===== src/rtl/display_scan.sv =====
// ---------------------------------------------------------------------------
// display_scan
//
// Time-multiplexed driver for an N-digit seven-segment display. A prescaler
// holds each digit for REFRESH_DIV clocks. A digit index steps through the
// digits and wraps back to 0 at the end of each frame. New values are
// double-buffered, so the displayed value only changes on a frame boundary.
//
// Parameters
//   NUM_DIGITS     number of multiplexed digits (1..8)
//   REFRESH_DIV    clk_i cycles each digit is shown (>= 1)
//   COMMON_CATHODE 1: segments/dp/enables active-high, 0: all inverted
//
// Ports
//   clk_i       in   clock
//   rst_i       in   synchronous active-high reset
//   value_i     in   4*NUM_DIGITS hex nibbles; [3:0] is digit 0 (least sig.)
//   load_i      in   capture value_i; it takes effect at the next frame start
//   blank_i     in   per-digit forced blank (segments and dp off)
//   dp_i        in   per-digit decimal point
//   lzs_i       in   leading-zero suppression enable
//   display_o   out  segments, display_o[6]=a ... display_o[0]=g
//   dp_o        out  decimal point of the selected digit
//   digit_en_o  out  one-hot digit select
//   frame_o     out  one-cycle pulse when digit 0 is shown again after a wrap
//
// All outputs are registered. Each output lags the internal digit index by
// one clock.
// ---------------------------------------------------------------------------
module display_scan #(
    parameter int NUM_DIGITS     = 4,
    parameter int REFRESH_DIV    = 50000,
    parameter int COMMON_CATHODE = 1
) (
    input  logic                    clk_i,
    input  logic                    rst_i,
    input  logic [4*NUM_DIGITS-1:0] value_i,
    input  logic                    load_i,
    input  logic [NUM_DIGITS-1:0]   blank_i,
    input  logic [NUM_DIGITS-1:0]   dp_i,
    input  logic                    lzs_i,
    output logic [0:6]              display_o,
    output logic                    dp_o,
    output logic [NUM_DIGITS-1:0]   digit_en_o,
    output logic                    frame_o
);

    localparam int VAL_W = 4 * NUM_DIGITS;
    localparam int CNT_W = (REFRESH_DIV > 1) ? $clog2(REFRESH_DIV) : 1;
    localparam int IDX_W = (NUM_DIGITS > 1) ? $clog2(NUM_DIGITS) : 1;

    localparam logic [CNT_W-1:0] CNT_LAST = CNT_W'(REFRESH_DIV - 1);
    localparam logic [IDX_W-1:0] IDX_LAST = IDX_W'(NUM_DIGITS - 1);

    // Output "off" level. With common anode, every output except frame_o is inverted.
    localparam logic POL_INV = (COMMON_CATHODE == 0);

    // -----------------------------------------------------------------------
    // Glyph table. The result is ordered abcdefg: bit 6 = a ... bit 0 = g.
    // This matches the display_o bit numbering.
    // -----------------------------------------------------------------------
    function automatic logic [6:0] glyph(input logic [3:0] nib);
        logic [6:0] g;
        case (nib)
            4'h0:    g = 7'b1111110;
            4'h1:    g = 7'b0110000;
            4'h2:    g = 7'b1101101;
            4'h3:    g = 7'b1111001;
            4'h4:    g = 7'b0110011;
            4'h5:    g = 7'b1011011;
            4'h6:    g = 7'b1011111;
            4'h7:    g = 7'b1110000;
            4'h8:    g = 7'b1111111;
            4'h9:    g = 7'b1110011;
            4'hA:    g = 7'b1110111;
            4'hB:    g = 7'b0011111;
            4'hC:    g = 7'b1001110;
            4'hD:    g = 7'b0111101;
            4'hE:    g = 7'b1001111;
            default: g = 7'b1000111;   // 4'hF
        endcase
        return g;
    endfunction

    // -----------------------------------------------------------------------
    // Scan timing
    // -----------------------------------------------------------------------
    logic [CNT_W-1:0] cnt;
    logic [IDX_W-1:0] idx;
    logic             tick;       // last cycle of the current digit
    logic             wrap;       // last cycle of the frame (idx about to return to 0)
    logic             wrap_q;     // first cycle of a new frame

    assign tick = (cnt == CNT_LAST);
    assign wrap = tick && (idx == IDX_LAST);

    // NOTE: sequential state uses non-blocking assignments only, so every
    // register sees pre-edge values no matter how the blocks are ordered.
    always_ff @(posedge clk_i) begin
        if (rst_i) begin
            cnt <= '0;
        end else if (tick) begin
            cnt <= '0;
        end else begin
            cnt <= cnt + CNT_W'(1);
        end
    end

    always_ff @(posedge clk_i) begin
        if (rst_i) begin
            idx    <= '0;
            wrap_q <= 1'b0;
        end else begin
            wrap_q <= wrap;
            if (tick) begin
                idx <= (idx == IDX_LAST) ? '0 : idx + IDX_W'(1);
            end
        end
    end

    // -----------------------------------------------------------------------
    // Value double buffer. A load goes into pending and is promoted to
    // active at the next frame boundary. A load that lands on the boundary
    // goes directly to active. This keeps the frame from tearing.
    // -----------------------------------------------------------------------
    logic [VAL_W-1:0] active;
    logic [VAL_W-1:0] pending;
    logic             pending_valid;

    // NOTE: the value registers are reset on purpose. A reset must discard a
    // pending load, and it must bring the display up showing zero.
    always_ff @(posedge clk_i) begin
        if (rst_i) begin
            active        <= '0;
            pending       <= '0;
            pending_valid <= 1'b0;
        end else if (wrap) begin
            if (load_i) begin
                active <= value_i;
            end else if (pending_valid) begin
                active <= pending;
            end
            pending_valid <= 1'b0;
        end else if (load_i) begin
            pending       <= value_i;
            pending_valid <= 1'b1;
        end
    end

    // -----------------------------------------------------------------------
    // Decode for the current digit
    // -----------------------------------------------------------------------
    logic [3:0]            nib [NUM_DIGITS];
    logic [NUM_DIGITS-1:0] lead_zero;   // digit k and every digit above it are zero
    logic                  zero_above;

    // NOTE: each always_comb assigns a default first, so no path can leave a
    // variable unassigned and infer a latch.
    always_comb begin
        zero_above = 1'b1;
        lead_zero  = '0;
        for (int k = 0; k < NUM_DIGITS; k++) begin
            nib[k] = active[4*k +: 4];
        end
        // Scan from the most significant digit down. Digit 0 always shows.
        for (int k = NUM_DIGITS - 1; k >= 0; k--) begin
            zero_above   = zero_above && (nib[k] == 4'h0);
            lead_zero[k] = zero_above && (k != 0);
        end
    end

    logic [6:0]            seg_on;
    logic                  dp_on;
    logic [NUM_DIGITS-1:0] en_on;
    logic                  cur_blank;
    logic                  cur_sup;

    always_comb begin
        cur_blank  = blank_i[idx];
        cur_sup    = lzs_i && lead_zero[idx];
        seg_on     = (cur_blank || cur_sup) ? 7'b0000000 : glyph(nib[idx]);
        // Suppression clears only the segments. The dp stays under user control.
        dp_on      = dp_i[idx] && !cur_blank;
        en_on      = '0;
        en_on[idx] = 1'b1;
    end

    // -----------------------------------------------------------------------
    // Registered outputs
    // -----------------------------------------------------------------------
    always_ff @(posedge clk_i) begin
        if (rst_i) begin
            for (int i = 0; i < 7; i++) begin
                display_o[i] <= POL_INV;
            end
            dp_o       <= POL_INV;
            digit_en_o <= {NUM_DIGITS{POL_INV}};
            frame_o    <= 1'b0;
        end else begin
            // Copy bit by bit so that display_o[i] takes seg_on[i] even
            // though the two ranges run in opposite directions.
            for (int i = 0; i < 7; i++) begin
                display_o[i] <= seg_on[i] ^ POL_INV;
            end
            dp_o       <= dp_on ^ POL_INV;
            digit_en_o <= en_on ^ {NUM_DIGITS{POL_INV}};
            // wrap_q is high exactly while idx is 0 for the first cycle of a
            // frame, so this pulse lines up with digit 0 on the outputs.
            frame_o    <= wrap_q;
        end
    end

endmodule

===== config.mk =====
export PLATFORM = sky130hd
export DESIGN_NAME = display_scan
export DESIGN_NICKNAME = d
export VERILOG_FILES = /design/src/rtl/display_scan.sv
export SDC_FILE = /design/constraint.sdc
export NUM_CORES = 1
export LEC_CHECK = 0
export CAP_MARGIN = 20
export CORE_MARGIN = 2
export CORE_UTILIZATION = 55
export CTS_CLUSTER_SIZE = 20
export DETAILED_ROUTE_END_ITERATION = 8
export PLACE_DENSITY = 0.89
export SYNTH_ARGS = -nofsm -noshare
export SYNTH_HDL_FRONTEND = slang
export SYNTH_SLANG_ARGS = --single-unit

===== constraint.sdc =====
create_clock -name clk_i -period 2.38 [get_ports clk_i]
set_clock_uncertainty 0.05 [all_clocks]
set_input_delay 0.238 -clock clk_i [delete_from_list [all_inputs] [get_ports clk_i]]
set_output_delay 0.238 -clock clk_i [all_outputs]
set_load 0.02 [all_outputs]

==> metrics.cfg, run 1 <==
[worst_setup_path]
slowest_stage = mux4_1
path_max_fanout = 12
startpoint = idx[0]$_SDFFE_PP0N_
reg2reg_slack_ns = 0.19
regToRegStartpoint = idx[0]$_SDFFE_PP0N_
endpoint = display_o[6]$_SDFF_PP0_
end_kind = flop
crit_arrival_ns = 2.43
timing.rr.end = display_o[6]$_SDFF_PP0_
slowest_delay_ns = 0.80
path_cells = mux4_1 -> nor2b_1 -> a22oi_1 -> o31a_1 -> nor2_1
worstSetupPathType = flop to flop
startpoint_type = flop
crit_required_ns = 2.61
reg2regPathDepth = 5

[place]
gp_congestion = 0.8122
port-buffer-count = 40
place_ws_ns = 0.2401
placed_area_um2 = 3508
place_hpwl_um = 4056

[clock_network]
h-tree-depth = 3
cts.clk_slew.worst_paths_ns = 0.07
clock-sinks = 65
clkLatencyLatePin_ns = 0.35
clockBufferDepth = 2
clockRootBuffer = clkbuf_8
numCtsBuffers = 9
cts_tree = done
post_cts_buffers = 0
holdBufCountCts = 0
ctsResizeCount = 0

[yosys]
synth_cells = 297
ys_async_sr_fraction = 0
avgSynthCellArea_um2 = 10.34
ys_warn_count = 0
synth-main-ff-cell = dfxtp_1
ys_types = 45
synth-edff-count = 0
synth_area_um2 = 3070
synth-seq-cells = 65
synth-seq-area-share = 0.4238
syn_nets = 337

[power]
p_int_mw = 1.938
p_total_mw = 2.469
p_per_area_nw_per_um2 = 656.6
power_frac_seq = 0.458
power_switching_uw = 531.4
leakage_nw = 1.487
p_comb_frac = 0.070
ir_worst_vdd_uv = 490.7
netSwitchingFraction = 0.2152
clock_power_share = 0.473

[global_routing]
grt_pass1_wl_um = 9756
grt_overflow = 0
antenna_found_initial = 0
grt_pass1_vias = 2146
grt_max_degree = 41
grtUsageTotal = 0.2041

[sta]
post-route-period-util = 0.9220
hold_viol = 0
max_slew_margin = 0.5494
max_freq_mhz = 455.7
tightest_slew_ns = 0.6698
fin_crit_ns = 2.194
maxSlewViolCount = 0
setup_ws_ns = 0.1856
rsz0062_at_grt = false
setup_viol = 0
setup_tns_ns = 0

[layout]
design_area_um2 = 3761
n_antenna_cell = 0
drive_gt1_frac = 0.1279
area_growth_pct = 22.49
nets = 379

[floorplan]
initial_core_util = 0.5645
top_level_ports = 41
fp.dieH_um = 78.72
rows = 27
fp.coreArea_um2 = 5439
die-area_um2 = 6196
die_w_um = 78.72

[routing]
dr.pass1.iters = 4
final_antenna_net_count = 0
drt-total-wl_um = 5923
vias_per_cell = 5.442
dr.first_iter.drc_count = 95
routedWlPerCell_um = 14.24
route.detailed.drc = 0
vias = 2264

[status]
status = completed

[hold_path]
hold_path.class = flop to flop
min_path_cells = 1

[run]
maxCapViolations = 0

-- logic make-up (layout without fill, tap and decap cells) --
group / Yosys count / in the layout / synth area share
AOI/OAI and AO/OA: 33 / 33 / 0.09658
muxes: 43 / 43 / 0.1675
DFF: 65 / 65 / 0.4238
and+or+nand+nor: 103 / 103 / 0.1756
xor gates and xnor gates: 14 / 14 / 0.03994
buffers and inverters: 27 / 74 / 0.04768
adders and majority gates: 12 / 12 / 0.04890
-- layer usage --
metal | vias up | share of wire | global-route usage
li1 | 1131 | - | -
met1 | 1078 | 0.45 | 0.2385
met2 | 47 | 0.50 | 0.3453
met3 | 8 | 0.040 | 0.05682
met4 | 0 | 0.012 | 0.09825
met5 | - | 0 | 0
-- power by group through the flow --
stage	Sequential, mW	Combinational (mW)	Clock, mW
6_report	1.13	0.172	1.17
5_1_grt	1.13	0.187	1.22
3_3_place_gp	1.15	0.169	0
2_1_floorplan	1.16	0.0901	0
3_5_place_dp	1.15	0.172	0
4_1_cts	1.13	0.173	1.18
-- final cells by class --
type,instances,area [µm²]
fill,389,1678
multi-input combinational,205,1623
sequential,65,1301
timing repair buffer,47,452.9
clock buffer,10,137.6
clock inverter,6,115.1
tap,72,90.09
inverter,11,41.29
-- how the worst min path moves through the flow --
stage                                  from                       to  slack (ns)
after floorplan                  value_i[0]  pending[0]$_SDFFE_PP0P_        0.33
after global placement    wrap_q$_SDFF_PP0_       frame_o$_SDFF_PP0_        0.39
after detailed placement  wrap_q$_SDFF_PP0_       frame_o$_SDFF_PP0_        0.39
after CTS                 wrap_q$_SDFF_PP0_       frame_o$_SDFF_PP0_        0.41
after global routing      wrap_q$_SDFF_PP0_       frame_o$_SDFF_PP0_        0.42
final                     wrap_q$_SDFF_PP0_       frame_o$_SDFF_PP0_        0.40
-- flip-flops by register name, indices dropped and copies added, names as in the netlist --
name           count
active            16
cnt               16
digit_en_o         4
display_o          7
dp_o               1
frame_o            1
idx                2
pending           16
pending_valid      1
wrap_q             1
-- worst max-delay path: cells and delay by family (launching register included) --
kind	cells	cell delay, ns
AOI/OAI and AO/OA	2	0.29
muxes	1	0.80
DFF	1	0.50
and+or+nand+nor	2	0.49
-- synth_stat cells, types with 2 or more instances --
cell      instances  area (µm²)
nor2_1           57       214.0
nor3_1            4       20.02
nand2_1           6       22.52
xnor2_1           8       70.07
mux4_1            2       52.55
a221oi_2          4       60.06
inv_1            11       41.29
nor4_1            3       18.77
buf_6             3       33.78
a211oi_1         14       105.1
a211oi_2          3       37.54
o21ai_0           4       20.02
buf_2             5       25.02
mux2i_1          36       360.4
xor2_1            6       52.55
and3_1            3       18.77
mux4_2            4       90.09
and4bb_2          2       25.02
ha_1             12       150.1
nand3_1           7       35.03
dfxtp_1          65        1301
clkbuf_1          7       26.28
nor2b_1           9       56.30
-- layout by cell type (no fill, tap or decap), types with 2 or more instances in the layout --
cell type and count:
xnor2_1 8, dfxtp_1 65, clkdlybuf4s50_1 40, mux2i_1 36, o21ai_0 4, and4bb_2 2, nor2_1 57, nand3_1 7
a211oi_1 14, ha_1 12, nor4_1 3, nor3_1 4, and3_1 3, nor2b_1 9, clkinv_4 2, inv_1 11
a211oi_2 3, bufinv_16 3, clkbuf_8 10, nand2_1 6, mux4_2 4, xor2_1 6, buf_4 7, mux4_1 2
a221oi_2 4
-- stage by stage --
stage / hold WS, ns / utilization / cells
2_1_floorplan: 0.3319 / - / 297
3_3_place_gp: 0.3916 / 0.6450 / 400
3_5_place_dp: 0.3901 / 0.6450 / 400
4_1_cts: 0.4052 / 0.6915 / 416
5_1_grt: 0.4233 / 0.6915 / 416
6_report: 0.4049 / 0.6915 / 416
Note: power is estimated with default switching activity, not from simulation.
==> run 2, diff against run 1 <==
==> constraint.sdc (replaced) <==
create_clock -name clk_i -period 2.1 [get_ports clk_i]
set_clock_uncertainty 0.05 [all_clocks]
set_input_delay 0.21 -clock clk_i [delete_from_list [all_inputs] [get_ports clk_i]]
set_output_delay 0.21 -clock clk_i [all_outputs]
set_load 0.01 [all_outputs]
==> metrics.cfg, run 2 (synthesis gave the netlist of run 1 again) <==
[layout]
area_growth_pct = 22.74
nets = 381  ; +0.53%
final_cell_mix = dfxtp_1, nor2_1, clkdlybuf4s50_1, mux2i_1, a211oi_1
drive_gt1_frac = 0.1337  ; +0.005814
n_antenna_cell = 0  ; unchanged
top_regs = active x16, cnt x16, pending x16
layout_commonest_cell = dfxtp_1
design_area_um2 = 3769  ; +0.20%

[clock_network]
clock-sinks = 65  ; unchanged
clockRootBuffer = clkbuf_8
cts_tree = done
cts.clk_slew.worst_paths_ns = 0.06  ; about the same
clockBufferDepth = 2  ; unchanged
numCtsBuffers = 9  ; unchanged
h-tree-depth = 3  ; unchanged
clkLatencyLatePin_ns = 0.34  ; about the same

[routing]
vias = 2254  ; -0.44%
vias_per_cell = 5.418  ; -0.44%
routedWlPerCell_um = 14.42  ; +1.3%
drt-total-wl_um = 5998  ; +1.3%
dr.first_iter.drc_count = 121  ; +27%
wl_met3_um = 277  ; +17%
dr.pass1.iters = 4  ; unchanged
top_layer = met4
wl_met2_um = 3042  ; +2.3%
drt-met1-wl_um = 2526  ; -4.4%
final_antenna_net_count = 0  ; unchanged
route.detailed.drc = 0  ; unchanged

[sta]
max_freq_mhz = 498.0  ; +9.3%
post-route-period-util = 0.9561  ; +0.03409
setup_ws_ns = 0.09217  ; -0.09343 ns
rsz0062_at_grt = false
maxSlewViolCount = 0  ; unchanged
hold_viol = 0  ; unchanged
setup_viol = 0  ; unchanged
fin_crit_ns = 2.008  ; -0.1866 ns
tightest_slew_ns = 0.5988  ; -0.07103 ns
setup_tns_ns = 0  ; unchanged
max_slew_margin = 0.5971  ; +0.04779

[global_routing]
grt_pass1_wl_um = 9873  ; +1.2%
grt_max_degree = 41  ; unchanged
grt_pass1_vias = 2128  ; -0.84%
grtUsageTotal = 0.2086  ; +0.004587
grt_overflow = 0  ; unchanged
antenna_found_initial = 0  ; unchanged

[floorplan]
fp.dieH_um = 78.72  ; unchanged
top_level_ports = 41  ; unchanged
initial_core_util = 0.5645  ; unchanged
rows = 27  ; unchanged
fp.coreArea_um2 = 5439  ; unchanged
die_w_um = 78.72  ; unchanged
die-area_um2 = 6196  ; unchanged

[worst_setup_path]
crit_arrival_ns = 2.20  ; -0.23 ns
startpoint_type = flop
crit_required_ns = 2.30  ; -0.31 ns
slowest_stage = mux4_2
worstSetupPathType = flop to flop
slowest_delay_ns = 0.49  ; -0.31 ns
end_kind = flop
path_cells = buf_4 -> mux4_2 -> or2_0 -> a41o_2 -> a221oi_2
path_max_fanout = 9  ; -3

[place]
gp_congestion = 0.9269  ; +14%
placed_area_um2 = 3548  ; +1.1%
place_hpwl_um = 4240  ; +4.5%
port-buffer-count = 40  ; unchanged
place_ws_ns = 0.001813  ; -0.2383 ns

[power]
ir_worst_vdd_uv = 470.6  ; -4.1%
leakage_nw = 1.492  ; +0.33%
p_per_area_nw_per_um2 = 699.5  ; +6.5%

[hold_path]
hold_path.class = flop to flop

[run]
maxCapViolations = 0  ; unchanged

[status]
status = completed

==> run 2: worst paths after layout <==
kind                            depth (start not counted)  slack, ns                start                       to
worst max-delay path                                    5       0.09  idx[0]$_SDFFE_PP0N_  display_o[0]$_SDFF_PP0_
worst min-delay path                                    1       0.40    wrap_q$_SDFF_PP0_       frame_o$_SDFF_PP0_
worst max register to register                          5       0.09  idx[0]$_SDFFE_PP0N_  display_o[0]$_SDFF_PP0_
worst min register to register                          1       0.40    wrap_q$_SDFF_PP0_       frame_o$_SDFF_PP0_
==> run 2: cell type report <==
class                   instances  area [µm²]
flip-flops and latches         65        1303
well taps                      72       90.09
clock inverters                 3       65.06
multi-input cells             205        1625
clock buffers                  11       151.4
inverters                      11       41.29
repair buffers                 49       493.0
fillers                       398        1670
==> run 2: stage by stage <==
| step | cells | power [mW] | hold WS, ns | utilization |
|---|---|---|---|---|
| floorplan | 297 | 1.412 | 0.3039 | - |
| global placement | 402 | 1.497 | 0.3919 | 0.6524 |
| detailed placement | 402 | 1.503 | 0.3948 | 0.6524 |
| CTS | 416 | 2.660 | 0.4049 | 0.6929 |
| global route | 416 | 2.732 | 0.4159 | 0.6929 |
| finish | 416 | 2.636 | 0.4031 | 0.6929 |
==> run 2: where the power goes <==
part	total [mW]	switching (mW)	internal (mW)
clock network	1.16	0.443	0.718
registers	1.28	0.0152	1.27
logic	0.195	0.0842	0.110
total	2.64	0.543	2.09
==> run 2: repair_timing <==
item | 4_1_cts | 5_1_grt
setup buffers | 0 | 0
hold buffers | 0 | 0
gates resized for setup | 2 | 0
endpoints found under the setup margin | 2 | 0
==> run 2: layer usage <==
layer | vias up | global-route usage
met5 | - | 0
met4 | 0 | 0.1053
met3 | 15 | 0.05795
met2 | 62 | 0.3530
met1 | 1051 | 0.2420
li1 | 1126 | -
==> run 2: worst max-delay path, delay by kind of cell, from the launching register on <==
family	cells	cell delay [ns]
flops	1	0.40
simple gates	1	0.24
compound gates	2	0.53
mux	1	0.49
buf+inv	1	0.21
==> run 3, diff against run 2 <==
- ABC_AREA: unset -> 1
- CORE_MARGIN: 2 -> unset
- PLACE_DENSITY: 0.89 -> 0.88
==> metrics.cfg, run 3 <==
[status]
status = completed

[worst_setup_path]
end_kind = flop
slowest_delay_ns = 0.43  ; -0.06 ns
startpoint = idx[0]$_SDFFE_PP0N_
crit_arrival_ns = 2.12  ; -0.08 ns
path_cells = buf_4 -> nand2_1 -> nand2_1 -> nand2_1 -> a21boi_0 -> buf_4 -> inv_1 -> ha_1 -> inv_1 -> nand2_1 -> o21ai_0 -> nand2_1 -> a21oi_1
timing.rr.end = display_o[1]$_SDFF_PP0_
endpoint = display_o[1]$_SDFF_PP0_
reg2reg_slack_ns = 0.15  ; +0.06 ns
crit_required_ns = 2.27  ; -0.03 ns
reg2regPathDepth = 13  ; +8
cpMostUsedCell = nand2_1
startpoint_type = flop
worstSetupPathType = flop to flop
path_max_fanout = 7  ; -2
regToRegStartpoint = idx[0]$_SDFFE_PP0N_
slowest_stage = dfxtp_1

[sta]
post-route-period-util = 0.9282  ; -0.02793
setup_viol = 0  ; unchanged
tightest_slew_ns = 0.4384  ; -0.1604 ns
setup_tns_ns = 0  ; unchanged
max_slew_margin = 0.7074  ; +0.1103
maxSlewViolCount = 0  ; unchanged
fin_crit_ns = 1.949  ; -0.05865 ns
max_freq_mhz = 513.0  ; +3.0%
rsz0062_at_grt = false
hold_viol = 0  ; unchanged

[hold_path]
hold_path.class = flop to flop

[global_routing]
antenna_found_initial = 0  ; unchanged
grtUsageTotal = 0.2533  ; +0.04463
grt_pass1_wl_um = 12640  ; +28%
grt_overflow = 0  ; unchanged
grt_pass1_vias = 2828  ; +33%
grt_max_degree = 34  ; -17%

[layout]
final_cell_mix = nand2_1, nor2_1, dfxtp_1, inv_1, a21oi_1
area_growth_pct = 20.19
n_antenna_cell = 0  ; unchanged
nets = 577  ; +51%
stdcell_count = 613  ; +47%
nFillCells = 444  ; +12%
top_regs = active x16, cnt x16, pending x16
drive_gt1_frac = 0.07763  ; -0.05609
layout_commonest_cell = nand2_1

[power]
p_total_mw = 2.497  ; -5.3%
ir_worst_vdd_uv = 386.3  ; -18%
leakage_nw = 1.671  ; +12%
p_per_area_nw_per_um2 = 623.1  ; -11%

[yosys]
synth_top_area_share = 0.3902  ; -0.03355
synth-seq-cells = 65  ; unchanged
syn_nets = 534  ; +58%
yosysTopAreaCell = dfxtp_1
synth_cells = 494  ; +66%
ys_async_sr_fraction = 0  ; unchanged
netlist_top_cells_area = dfxtp_1, nand2_1, nor2_1
ys_top_cells_by_count = nand2_1, nor2_1, dfxtp_1, inv_1, a21oi_1
synth-seq-area-share = 0.3902  ; -0.03355
ys_types = 31  ; -31%
synth-edff-count = 0  ; unchanged
synth_area_um2 = 3334  ; +8.6%
synth_most_common_cell = nand2_1
ys_warn_count = 0  ; unchanged
synth-main-ff-cell = dfxtp_1
avgSynthCellArea_um2 = 6.750  ; -35%

[clock_network]
post_cts_buffers = 0  ; unchanged
holdBufCountCts = 0  ; unchanged
clkLatencyLatePin_ns = 0.33  ; about the same
clock-sinks = 65  ; unchanged
numCtsBuffers = 9  ; unchanged
h-tree-depth = 3  ; unchanged
ctsResizeCount = 0  ; -2
cts.clk_slew.worst_paths_ns = 0.07  ; about the same
cts_tree = done
clockBufferDepth = 2  ; unchanged
clockRootBuffer = clkbuf_8

[place]
port-buffer-count = 40  ; unchanged
dp.cells = 598  ; +49%
place_hpwl_um = 5350  ; +26%
gp_congestion = 0.8579  ; -7.4%

[routing]
dr.pass1.iters = 5  ; +1
vias = 3307  ; +47%
route.detailed.drc = 0  ; unchanged
vias_per_cell = 5.395  ; -0.43%
routedWlPerCell_um = 12.39  ; -14%
final_antenna_net_count = 0  ; unchanged
drt-total-wl_um = 7594  ; +27%
dr.first_iter.drc_count = 225  ; +86%

[floorplan]
top_level_ports = 41  ; unchanged
fp.coreArea_um2 = 5675  ; +4.3%
fp.dieH_um = 79.86  ; +1.5%
die_w_um = 79.86  ; +1.5%
rows = 27  ; unchanged
initial_core_util = 0.5875  ; +0.02299
die-area_um2 = 6378  ; +2.9%

[run]
maxCapViolations = 0  ; unchanged

==> run 3: cell count changes after synthesis, sizes merged, moves of 9 or more <==
cell    delta
nor2      +12
a21oi     +44
o21ai     +24
nand3     +28
nor2b      -9
a211oi    -16
nand2    +113
mux2i     -36
nand4     +17
inv       +40
==> run 3: cell type report <==
cell class	instances	area, µm²	area share
repair buffers	58	535.5	0.1336
flip-flops and latches	65	1301	0.3247
inverters	52	195.2	0.04870
well taps	72	90.09	0.02248
multi-input cells	351	1709	0.4265
clock inverters	4	45.04	0.01124
clock buffers	11	131.4	0.03278
==> run 3: power by group <==
| part | internal (mW) | switching [mW] |
|---|---|---|
| Clock | 0.537 | 0.461 |
| Sequential | 1.27 | 0.0161 |
| Combinational | 0.108 | 0.107 |
| Total | 1.91 | 0.585 |
==> run 3: worst min-delay path by stage <==
stage | slack [ns] | startpoint | cells past startpoint | end
floorplan | 0.34 | wrap_q$_SDFF_PP0_ | 2 | frame_o$_SDFF_PP0_
global placement | 0.34 | wrap_q$_SDFF_PP0_ | 2 | frame_o$_SDFF_PP0_
detailed placement | 0.36 | wrap_q$_SDFF_PP0_ | 2 | frame_o$_SDFF_PP0_
CTS | 0.37 | wrap_q$_SDFF_PP0_ | 2 | frame_o$_SDFF_PP0_
global route | 0.40 | wrap_q$_SDFF_PP0_ | 2 | frame_o$_SDFF_PP0_
finish | 0.37 | wrap_q$_SDFF_PP0_ | 2 | frame_o$_SDFF_PP0_
==> run 3: logic make-up (layout without fill, tap and decap cells) <==
kind of cell	count (synthesis)	after routing	synth area share
simple gates	253	253	0.3272
compound gates	80	80	0.1246
buf+inv	78	125	0.09719
flops	65	65	0.3902
fa+ha+maj	12	12	0.04503
xor+xnor	6	6	0.01576
==> run 3: routing by layer <==
metal,GRT usage,vias to the layer above,routed length (µm)
li1,-,1670,-
met1,0.3237,1507,3440
met2,0.4205,117,3594
met3,0.04457,13,450
met4,0.1018,0,109
met5,0,-,0
==> run 3: metrics by stage <==
| stage | util | worst slack [ns] | hold WS [ns] | instance area [µm²] |
|---|---|---|---|---|
| floorplan | - | 0.1096 | 0.3383 | 3334 |
| global placement | 0.6750 | 0.2954 | 0.3432 | 3831 |
| detailed placement | 0.6750 | 0.2159 | 0.3616 | 3831 |
| CTS | 0.7061 | 0.1891 | 0.3705 | 4008 |
| global route | 0.7061 | 0.01094 | 0.3983 | 4008 |
| finish | 0.7061 | 0.1508 | 0.3689 | 4008 |
==> run 3: critical path: cells and delay by family (launching register included) <==
kind	cells	cell delay, ns
compound gates	3	0.28
fa+ha+maj	1	0.18
buf+inv	4	0.51
flops	1	0.43
simple gates	5	0.37
